### config.mk
export PLATFORM = sky130hd
export DESIGN_NAME = alu_decoder
export DESIGN_NICKNAME = d
export VERILOG_FILES = /design/src/rtl/alu_pkg.sv /design/src/rtl/imm_gen.sv /design/src/rtl/alu_decoder.sv
export SDC_FILE = /design/constraint.sdc
export NUM_CORES = 1
export LEC_CHECK = 0
export ABC_AREA = 1
export BUFFER_PORTS_ARGS = -buffer_cell sky130_fd_sc_hd__clkbuf_2
export CAP_MARGIN = 10
export CORE_UTILIZATION = 46
export CTS_BUF_LIST = sky130_fd_sc_hd__clkbuf_16
export DETAILED_ROUTE_END_ITERATION = 10
export PLACE_DENSITY = 0.91
export SLEW_MARGIN = 20
export SYNTH_ARGS = -nofsm -noshare
export SYNTH_HDL_FRONTEND = slang
export SYNTH_SLANG_ARGS = --single-unit
### constraint.sdc
create_clock -name i_clk -period 1.7 [get_ports i_clk]
set_input_delay 0 -clock i_clk [delete_from_list [all_inputs] [get_ports i_clk]]
set_output_delay 0 -clock i_clk [all_outputs]
set_load 0.01 [all_outputs]
### src/rtl/alu_pkg.sv
// Shared decode types for the ALU decoder: ALU op select, RV32I opcodes, funct7 values.
package alu_pkg;

    typedef enum logic [3:0] {
        ALU_ADD   = 4'd0,
        ALU_SUB   = 4'd1,
        ALU_SLL   = 4'd2,
        ALU_SRL   = 4'd3,
        ALU_XOR   = 4'd4,
        ALU_AND   = 4'd5,
        ALU_OR    = 4'd6,
        ALU_SLT   = 4'd7,
        ALU_SLTU  = 4'd8,
        ALU_SRA   = 4'd9,
        ALU_PASSB = 4'd10
    } alu_sel_e;

    localparam logic [6:0] OPC_OP     = 7'b0110011;
    localparam logic [6:0] OPC_OP_IMM = 7'b0010011;
    localparam logic [6:0] OPC_LUI    = 7'b0110111;
    localparam logic [6:0] OPC_AUIPC  = 7'b0010111;
    localparam logic [6:0] OPC_LOAD   = 7'b0000011;
    localparam logic [6:0] OPC_STORE  = 7'b0100011;

    localparam logic [6:0] F7_ZERO = 7'b0000000;
    localparam logic [6:0] F7_ALT  = 7'b0100000;

endpackage

### src/rtl/imm_gen.sv
// Combinational I/S/U immediate extraction for RV32I.
module imm_gen (
    input  logic [31:0] instr,
    output logic [31:0] imm_i,
    output logic [31:0] imm_s,
    output logic [31:0] imm_u
);
    assign imm_i = {{20{instr[31]}}, instr[31:20]};
    assign imm_s = {{20{instr[31]}}, instr[31:25], instr[11:7]};
    assign imm_u = {instr[31:12], 12'b0};
endmodule

### src/rtl/alu_decoder.sv
// RV32I ALU decoder with a single registered valid/ready output stage.
// Optional saturating illegal-instruction counter: define ALU_DECODER_ILLEGAL_CNT_EN.
import alu_pkg::*;

module alu_decoder #(
    parameter int CNT_W = 16
) (
    input  logic             i_clk,
    input  logic             i_rst,
    input  logic             i_valid,
    output logic             o_ready,
    input  logic [31:0]      i_instr,
    input  logic [31:0]      i_pc,
    input  logic [31:0]      i_rs1_data,
    input  logic [31:0]      i_rs2_data,
    output logic             o_valid,
    input  logic             i_ready,
    output logic [31:0]      o_rs1_data,
    output logic [31:0]      o_rs2_data,
    output logic [3:0]       o_alu_sel,
    output logic [4:0]       o_rd,
    output logic             o_wb_en,
    output logic             o_illegal
`ifdef ALU_DECODER_ILLEGAL_CNT_EN
    ,
    output logic [CNT_W-1:0] o_illegal_cnt
`endif
);

    logic [31:0] imm_i, imm_s, imm_u;
    logic [6:0]  opc, f7;
    logic [2:0]  f3;
    logic [31:0] shamt_r, shamt_i;
    logic        accept;

    alu_sel_e    d_sel;
    logic [31:0] d_a, d_b;
    logic [4:0]  d_rd;
    logic        d_wb, d_ill;

    imm_gen u_imm_gen (
        .instr (i_instr),
        .imm_i (imm_i),
        .imm_s (imm_s),
        .imm_u (imm_u)
    );

    assign opc     = i_instr[6:0];
    assign f3      = i_instr[14:12];
    assign f7      = i_instr[31:25];
    assign shamt_r = {27'b0, i_rs2_data[4:0]};
    assign shamt_i = {27'b0, i_instr[24:20]};

    // Stage can take a new bundle when empty or when the current one drains this cycle.
    assign o_ready = !o_valid || i_ready;
    assign accept  = i_valid && o_ready;

    // Decode the incoming instruction; illegal encodings collapse to a zeroed ADD bundle.
    always_comb begin
        d_sel = ALU_ADD;
        d_a   = '0;
        d_b   = '0;
        d_rd  = i_instr[11:7];
        d_wb  = 1'b0;
        d_ill = 1'b0;
        case (opc)
            OPC_OP: begin
                d_a  = i_rs1_data;
                d_b  = i_rs2_data;
                d_wb = 1'b1;
                if (f7 == F7_ZERO) begin
                    case (f3)
                        3'b000: d_sel = ALU_ADD;
                        3'b001: begin d_sel = ALU_SLL; d_b = shamt_r; end
                        3'b010: d_sel = ALU_SLT;
                        3'b011: d_sel = ALU_SLTU;
                        3'b100: d_sel = ALU_XOR;
                        3'b101: begin d_sel = ALU_SRL; d_b = shamt_r; end
                        3'b110: d_sel = ALU_OR;
                        default: d_sel = ALU_AND;
                    endcase
                end else if (f7 == F7_ALT && f3 == 3'b000) begin
                    d_sel = ALU_SUB;
                end else if (f7 == F7_ALT && f3 == 3'b101) begin
                    d_sel = ALU_SRA;
                    d_b   = shamt_r;
                end else begin
                    d_ill = 1'b1;
                end
            end
            OPC_OP_IMM: begin
                d_a  = i_rs1_data;
                d_b  = imm_i;
                d_wb = 1'b1;
                case (f3)
                    3'b000: d_sel = ALU_ADD;
                    3'b010: d_sel = ALU_SLT;
                    3'b011: d_sel = ALU_SLTU;
                    3'b100: d_sel = ALU_XOR;
                    3'b110: d_sel = ALU_OR;
                    3'b111: d_sel = ALU_AND;
                    3'b001: begin
                        d_sel = ALU_SLL;
                        d_b   = shamt_i;
                        d_ill = (f7 != F7_ZERO);
                    end
                    default: begin
                        d_b = shamt_i;
                        if (f7 == F7_ZERO)     d_sel = ALU_SRL;
                        else if (f7 == F7_ALT) d_sel = ALU_SRA;
                        else                   d_ill = 1'b1;
                    end
                endcase
            end
            OPC_LUI: begin
                d_sel = ALU_PASSB;
                d_b   = imm_u;
                d_wb  = 1'b1;
            end
            OPC_AUIPC: begin
                d_a  = i_pc;
                d_b  = imm_u;
                d_wb = 1'b1;
            end
            OPC_LOAD: begin
                d_a  = i_rs1_data;
                d_b  = imm_i;
                d_wb = 1'b1;
            end
            OPC_STORE: begin
                // rd field carries immediate bits for stores; no destination.
                d_a  = i_rs1_data;
                d_b  = imm_s;
                d_rd = '0;
            end
            default: d_ill = 1'b1;
        endcase
        if (d_ill) begin
            d_sel = ALU_ADD;
            d_a   = '0;
            d_b   = '0;
            d_rd  = '0;
            d_wb  = 1'b0;
        end
        if (d_rd == 5'd0) d_wb = 1'b0;
    end

    // Output register: load on accept, drop valid on drain, hold while stalled.
    always_ff @(posedge i_clk) begin
        if (i_rst) begin
            o_valid    <= 1'b0;
            o_alu_sel  <= '0;
            o_rs1_data <= '0;
            o_rs2_data <= '0;
            o_rd       <= '0;
            o_wb_en    <= 1'b0;
            o_illegal  <= 1'b0;
        end else if (accept) begin
            o_valid    <= 1'b1;
            o_alu_sel  <= d_sel;
            o_rs1_data <= d_a;
            o_rs2_data <= d_b;
            o_rd       <= d_rd;
            o_wb_en    <= d_wb;
            o_illegal  <= d_ill;
        end else if (i_ready) begin
            o_valid <= 1'b0;
        end
    end

`ifdef ALU_DECODER_ILLEGAL_CNT_EN
    // Saturating count of accepted illegal instructions.
    always_ff @(posedge i_clk) begin
        if (i_rst)
            o_illegal_cnt <= '0;
        else if (accept && d_ill && o_illegal_cnt != {CNT_W{1'b1}})
            o_illegal_cnt <= o_illegal_cnt + 1'b1;
    end
`endif

endmodule

==> results.toml, run 1 <==
[final_layout]
drive_above_1_share = 0.312
final_cells = 916
final_common_cell = "clkbuf_2"
fill_cells = 795
area_delta_synth_final_pct = 36.1
diodes = 0
mostFrequentLayoutCells = "208 x clkbuf_2, 197 x nand2_1, 99 x nand3_1"
nets = 939
final_area_um2 = 5470

[clock_tree]
cts_sinks = 76
clk_pin_slew_worst_paths_ns = 0.06
root_buffer = "clkbuf_16"
cts_setup_buffers = 0
htreeDepth = 3
clock_path_buffers = 2
clk_latency_ns = 0.33
cts_resized = 0
cts_tree = "yes"
numCtsBuffers = 9

[timing]
setup_tns_ns = 0
fin_crit_ns = 1.31
slew-limit-headroom = 0.553
finClkSkew_ns = 0.00473
hold_violations = 0
finalSetupViolCount = 0
slew_violations = 0
rsz0062_at_grt = "false"
worst_pin_slew_ns = 0.670
fin_crit_sh = 0.771
max_freq_mhz = 763
finalWorstSetupSlack_ns = 0.390

[run_status]
outcome = "finished, final reports clean"

[global_route]
grt_max_degree = 47
grt.overflow.total = 0
grt_util_all_layers = 0.271
antenna_found_initial = 0
grt_pass1_wl_um = 19100
grt_pass1_vias = 4020

[pwr]
p_per_area_nw_per_um2 = 743
p_leak_nw = 2.60
vdd_drop_max_uv = 562

[setup_path]
critPathCapture = "o_rs2_data[31]"
crit_path_start = "i_instr[29]"
crit_type = "in2reg"
start_kind = "input port"
cp.arrival_ns = 1.57
cp_max_fo = 46
worst_ep_required_time_ns = 1.96
r2r_slack_ns = 0.40
r2r_cells = 8
critical_path.endpoint_type = "flip-flop"
r2r-end = "o_rs2_data[31]"
timing.rr.start = "o_valid"

[place]
place_hpwl_um = 9370
postPlaceCellArea_um2 = 5180
post-place-ws_ns = 0.0668
place_inst = 900
gp_congestion = 0.908
place.port_buffers = 208

[drt]
wl_per_cell_um = 13.9
drt_first_pass_iters = 5
via_per_inst = 5.37
ant_nets = 0
drc = 0
via_count = 4921
drt_wl_total_um = 12800
drt_first_iter_violations = 293

[synth]
synth.distinct_cells = 24
yosys_warnings = 0
ys_async_sr_fraction = 0
synth_fp_nets = 746
synthCells = 614
ys_ff_latch = 76
synth_edf_count = 0
syn_area_per_cell_um2 = 6.55
synth_area_um2 = 4020
ys_seq_area_frac = 0.378
synthFlopType = "dfxtp_1"

[die]
core_um2 = 8340
start_util = 0.482
die_h_um = 95.5
dieArea_um2 = 9120
ioPinCount = 209
die_x_um = 95.5
row_count = 33

[worst_hold_path]
hold_class = "in2reg"

[job]
cap_violations = 0
## layer usage
metal	share of wire	up-vias	global-route usage
li1	-	2454	-
met1	0.41	2190	0.338
met2	0.48	250	0.449
met3	0.088	27	0.0662
met4	0.022	0	0.102
met5	0	-	0
## per-stage QoR
stage	hold slack, ns	total power, mW	utilization
floorplan	0.127	2.03	-
global placement	0.325	2.27	0.621
detailed placement	0.330	2.27	0.621
CTS	0.00790	4.10	0.656
global route	0.0160	4.24	0.656
finish	0.0163	4.07	0.656
## state kept, by name, summed over array words and instances (netlist names)
signal and flops:
o_rd 5, o_rs2_data 32, o_illegal 1, o_rs1_data 32, o_wb_en 1, o_valid 1, o_alu_sel 4
## power by group
group	total [mW]	switching (mW)	internal [mW]
registers	1.80	0.00750	1.79
logic	0.438	0.258	0.180
clock network	1.83	0.714	1.11
## worst max-delay path, stage by stage
cell and delay (ns):
clkbuf_2 0.09, nor2_1 0.13, nand2_1 0.07, nor2_1 0.26, o21ai_0 0.14, nand2_1 0.09
nor2_1 0.07, nor2_4 0.11, nand2_2 0.07, inv_4 0.08, buf_12 0.21, o21ai_0 0.12
a21oi_1 0.12
## cell type report
type | count | area (um^2) | area share
Multi-Input combinational cell | 453 | 2140 | 0.390
Sequential cell | 76 | 1520 | 0.278
Timing Repair Buffer | 227 | 1250 | 0.228
Clock buffer | 9 | 225 | 0.0412
Inverter | 40 | 153 | 0.0279
Tap cell | 105 | 131 | 0.0240
Clock inverter | 6 | 56.3 | 0.0103
## Yosys cell counts, types with 4 or more instances
cell	count	area share
dfxtp_1	76	0.38
o21ai_0	19	0.024
inv_1	36	0.034
nor3_1	4	0.0050
a21oi_1	77	0.096
clkbuf_1	34	0.032
o221ai_1	25	0.054
nand2_1	198	0.18
nand3_1	99	0.12
buf_6	6	0.017
nor2_1	16	0.015
## how the worst min path moves through the flow
| stage | from | to | cells past startpoint |
|---|---|---|---|
| finish | i_pc[2] | o_rs1_data[2] | 5 |
| global placement | i_ready | o_valid | 4 |
| CTS | i_pc[7] | o_rs1_data[7] | 5 |
| global route | i_pc[4] | o_rs1_data[4] | 5 |
| detailed placement | i_ready | o_valid | 4 |
| floorplan | i_ready | o_ready | 2 |
## cell families (layout without fill, tap and decap cells)
family / after synthesis / in the layout / synth area share
and+or+nand+nor: 328 / 328 / 0.349
AOI/OAI and AO/OA: 125 / 125 / 0.181
buffers and inverters: 85 / 282 / 0.0918
DFF: 76 / 76 / 0.378
## repair_timing
item / in CTS / in global routing
hold buffers: 1 / 0
setup endpoints to repair: 0 / 0
hold endpoints to repair: 1 / 0
(Power assumes the default switching activity.)
==> run 2, diff against run 1 <==
- clock period: 1.7 -> 1.35 ns (I/O delays scaled with it)
==> run 2 against run 1 <==
  * Core utilization increased by 3.7 points
  * Critical path depth down 2
  * Routed wire length grew 3.1%
  * Die area stayed put
  * Flip-flop and latch count unchanged
  * Sequential power grew 26%
  * Register-to-register slack got worse by 0.30 ns
  * Setup slack worse by 0.29 ns
  * Highest routed layer unchanged
==> results.toml, run 2 (synthesis results as in run 1) <==
[place]
gp_congestion = 0.942
post-place-ws_ns = -0.243
place.port_buffers = 208
place_hpwl_um = 9630
postPlaceCellArea_um2 = 5360

[drt]
drt_first_iter_violations = 330
drt_wl_total_um = 13200
via_per_inst = 5.32
wl_per_cell_um = 14.0
drt_first_pass_iters = 5
via_count = 5008
drc = 0
ant_nets = 0

[die]
core_um2 = 8340
row_count = 33
dieArea_um2 = 9120
start_util = 0.482
ioPinCount = 209
die_x_um = 95.5
die_h_um = 95.5

[global_route]
grt.overflow.total = 0
antenna_found_initial = 0
grt_util_all_layers = 0.280
grt_max_degree = 40
grt_pass1_vias = 4265
grt_pass1_wl_um = 19800

[pwr]
p_leak_nw = 2.75
intPower_mw = 4.14
swShare = 0.234
vdd_drop_max_uv = 634
sequentialPowerShare = 0.420
switchingPower_mw = 1.27
p_per_area_nw_per_um2 = 935
clock_power_share = 0.467
combinationalPowerShare = 0.113

[job]
cap_violations = 0

[setup_path]
cp_max_fo = 21
cp.arrival_ns = 1.46
crit_path_start = "i_ready"
worst_ep_required_time_ns = 1.56
crit_buf_inv = 6
start_kind = "input port"
critical_path.max_stage_delay_ns = 0.54
path_cells = "dlygate4sd3_1 > clkbuf_2 > inv_1 > nand2_2 > nand2_2 > inv_2 > nand2_2 > clkinv_4 > buf_12 > o21ai_0 > a21oi_1"
timing.rr.start = "o_valid"
crit_path_top_delay_cell = "dlygate4sd3_1"
crit_type = "in2reg"
critical_path.endpoint_type = "flip-flop"
critPathTopFamily = "buffers and inverters"
path_common_cell = "nand2_2"

[clock_tree]
clock_path_buffers = 2
cts_sinks = 76
cts_tree = "yes"
clk_latency_ns = 0.33
htreeDepth = 3
root_buffer = "clkbuf_16"
numCtsBuffers = 9
clk_pin_slew_worst_paths_ns = 0.06

[final_layout]
diodes = 0
nets = 964
mostFrequentLayoutCells = "208 x clkbuf_2, 195 x nand2_1, 99 x nand3_1"
final_area_um2 = 5780
final_common_cell = "clkbuf_2"
fill_cells = 762
area_delta_synth_final_pct = 43.8
reg.largest.list = "o_rs1_data: 32 flops, o_rs2_data: 32 flops, o_rd: 5 flops"
drive_above_1_share = 0.343

[timing]
finClkSkew_ns = 0.00763
slew_violations = 0
rsz0062_at_grt = "false"
whs_ns = 0.0137
finalSetupViolCount = 0
slew-limit-headroom = 0.706
fin_crit_sh = 0.929
worst_pin_slew_ns = 0.440
finalWorstSetupSlack_ns = 0.0960
fin_crit_ns = 1.25
hold_violations = 0
max_freq_mhz = 797

[run_status]
outcome = "finished, final reports clean"

[worst_hold_path]
hp-start = "i_pc[10]"
hold_class = "in2reg"
==> run 2: changes by cell type in the layout (fill, tap and decap cells not counted), sizes merged <==
cell	before	now
clkinvlp	1	2
bufinv	1	2
clkbuf	217	218
clkinv	4	3
buf	18	42
==> run 2: worst paths after layout <==
path                                       end  cells after the start  slack (ns)
worst min register to register    o_alu_sel[2]                      2        0.46
worst max register to register  o_rs2_data[31]                      8         0.1
worst min-delay path            o_rs1_data[10]                      5        0.01
worst max-delay path            o_rs2_data[31]                     11         0.1
==> run 2: through the flow <==
step | util | total power, mW | instances | setup TNS (ns)
floorplan | - | 2.56 | 614 | 0
global placement | 0.643 | 2.90 | 921 | -9.50
detailed placement | 0.643 | 2.90 | 921 | -14.47
CTS | 0.682 | 5.41 | 938 | 0
global route | 0.693 | 5.60 | 942 | 0
finish | 0.693 | 5.40 | 942 | 0
==> run 2: repair_timing <==
| action | CTS | global route |
|---|---|---|
| gates resized for setup | 0 | 13 |
| setup buffers | 0 | 3 |
| hold endpoints to repair | 1 | 0 |
| hold buffers | 1 | 0 |
| endpoints found under the setup margin | 0 | 70 |
==> run 2: tightest hold or removal path: cells and delay by family <==
family | cells | cell delay, ns
buffers and inverters | 1 | 0.08
AO/OA/AOI/OAI | 1 | 0.05
AND/OR/NAND/NOR | 3 | 0.17
==> run 2: final cells by class <==
class	instances	area (um^2)	area share
Clock inverter	7	92.6	0.0160
Clock buffer	9	225	0.0390
Timing Repair Buffer	252	1480	0.257
Tap cell	105	131	0.0227
Sequential cell	76	1520	0.263
Inverter	40	155	0.0268
Multi-Input combinational cell	453	2170	0.376
==> run 2: layer usage <==
layer / track usage / wire length (um) / vias up
li1: - / - / 2505
met1: 0.344 / 5400 / 2243
met2: 0.494 / 6490 / 241
met3: 0.0614 / 1080 / 19
met4: 0.0672 / 191 / 0
met5: 0 / 0 / -
==> run 2: power by group through the flow <==
stage	clock [mW]	combinational, mW	sequential [mW]
final	2.52	0.612	2.27
after global routing	2.66	0.670	2.27
after CTS	2.55	0.592	2.27
after detailed placement	0	0.587	2.32
after global placement	0	0.582	2.32
after floorplan	0	0.240	2.32
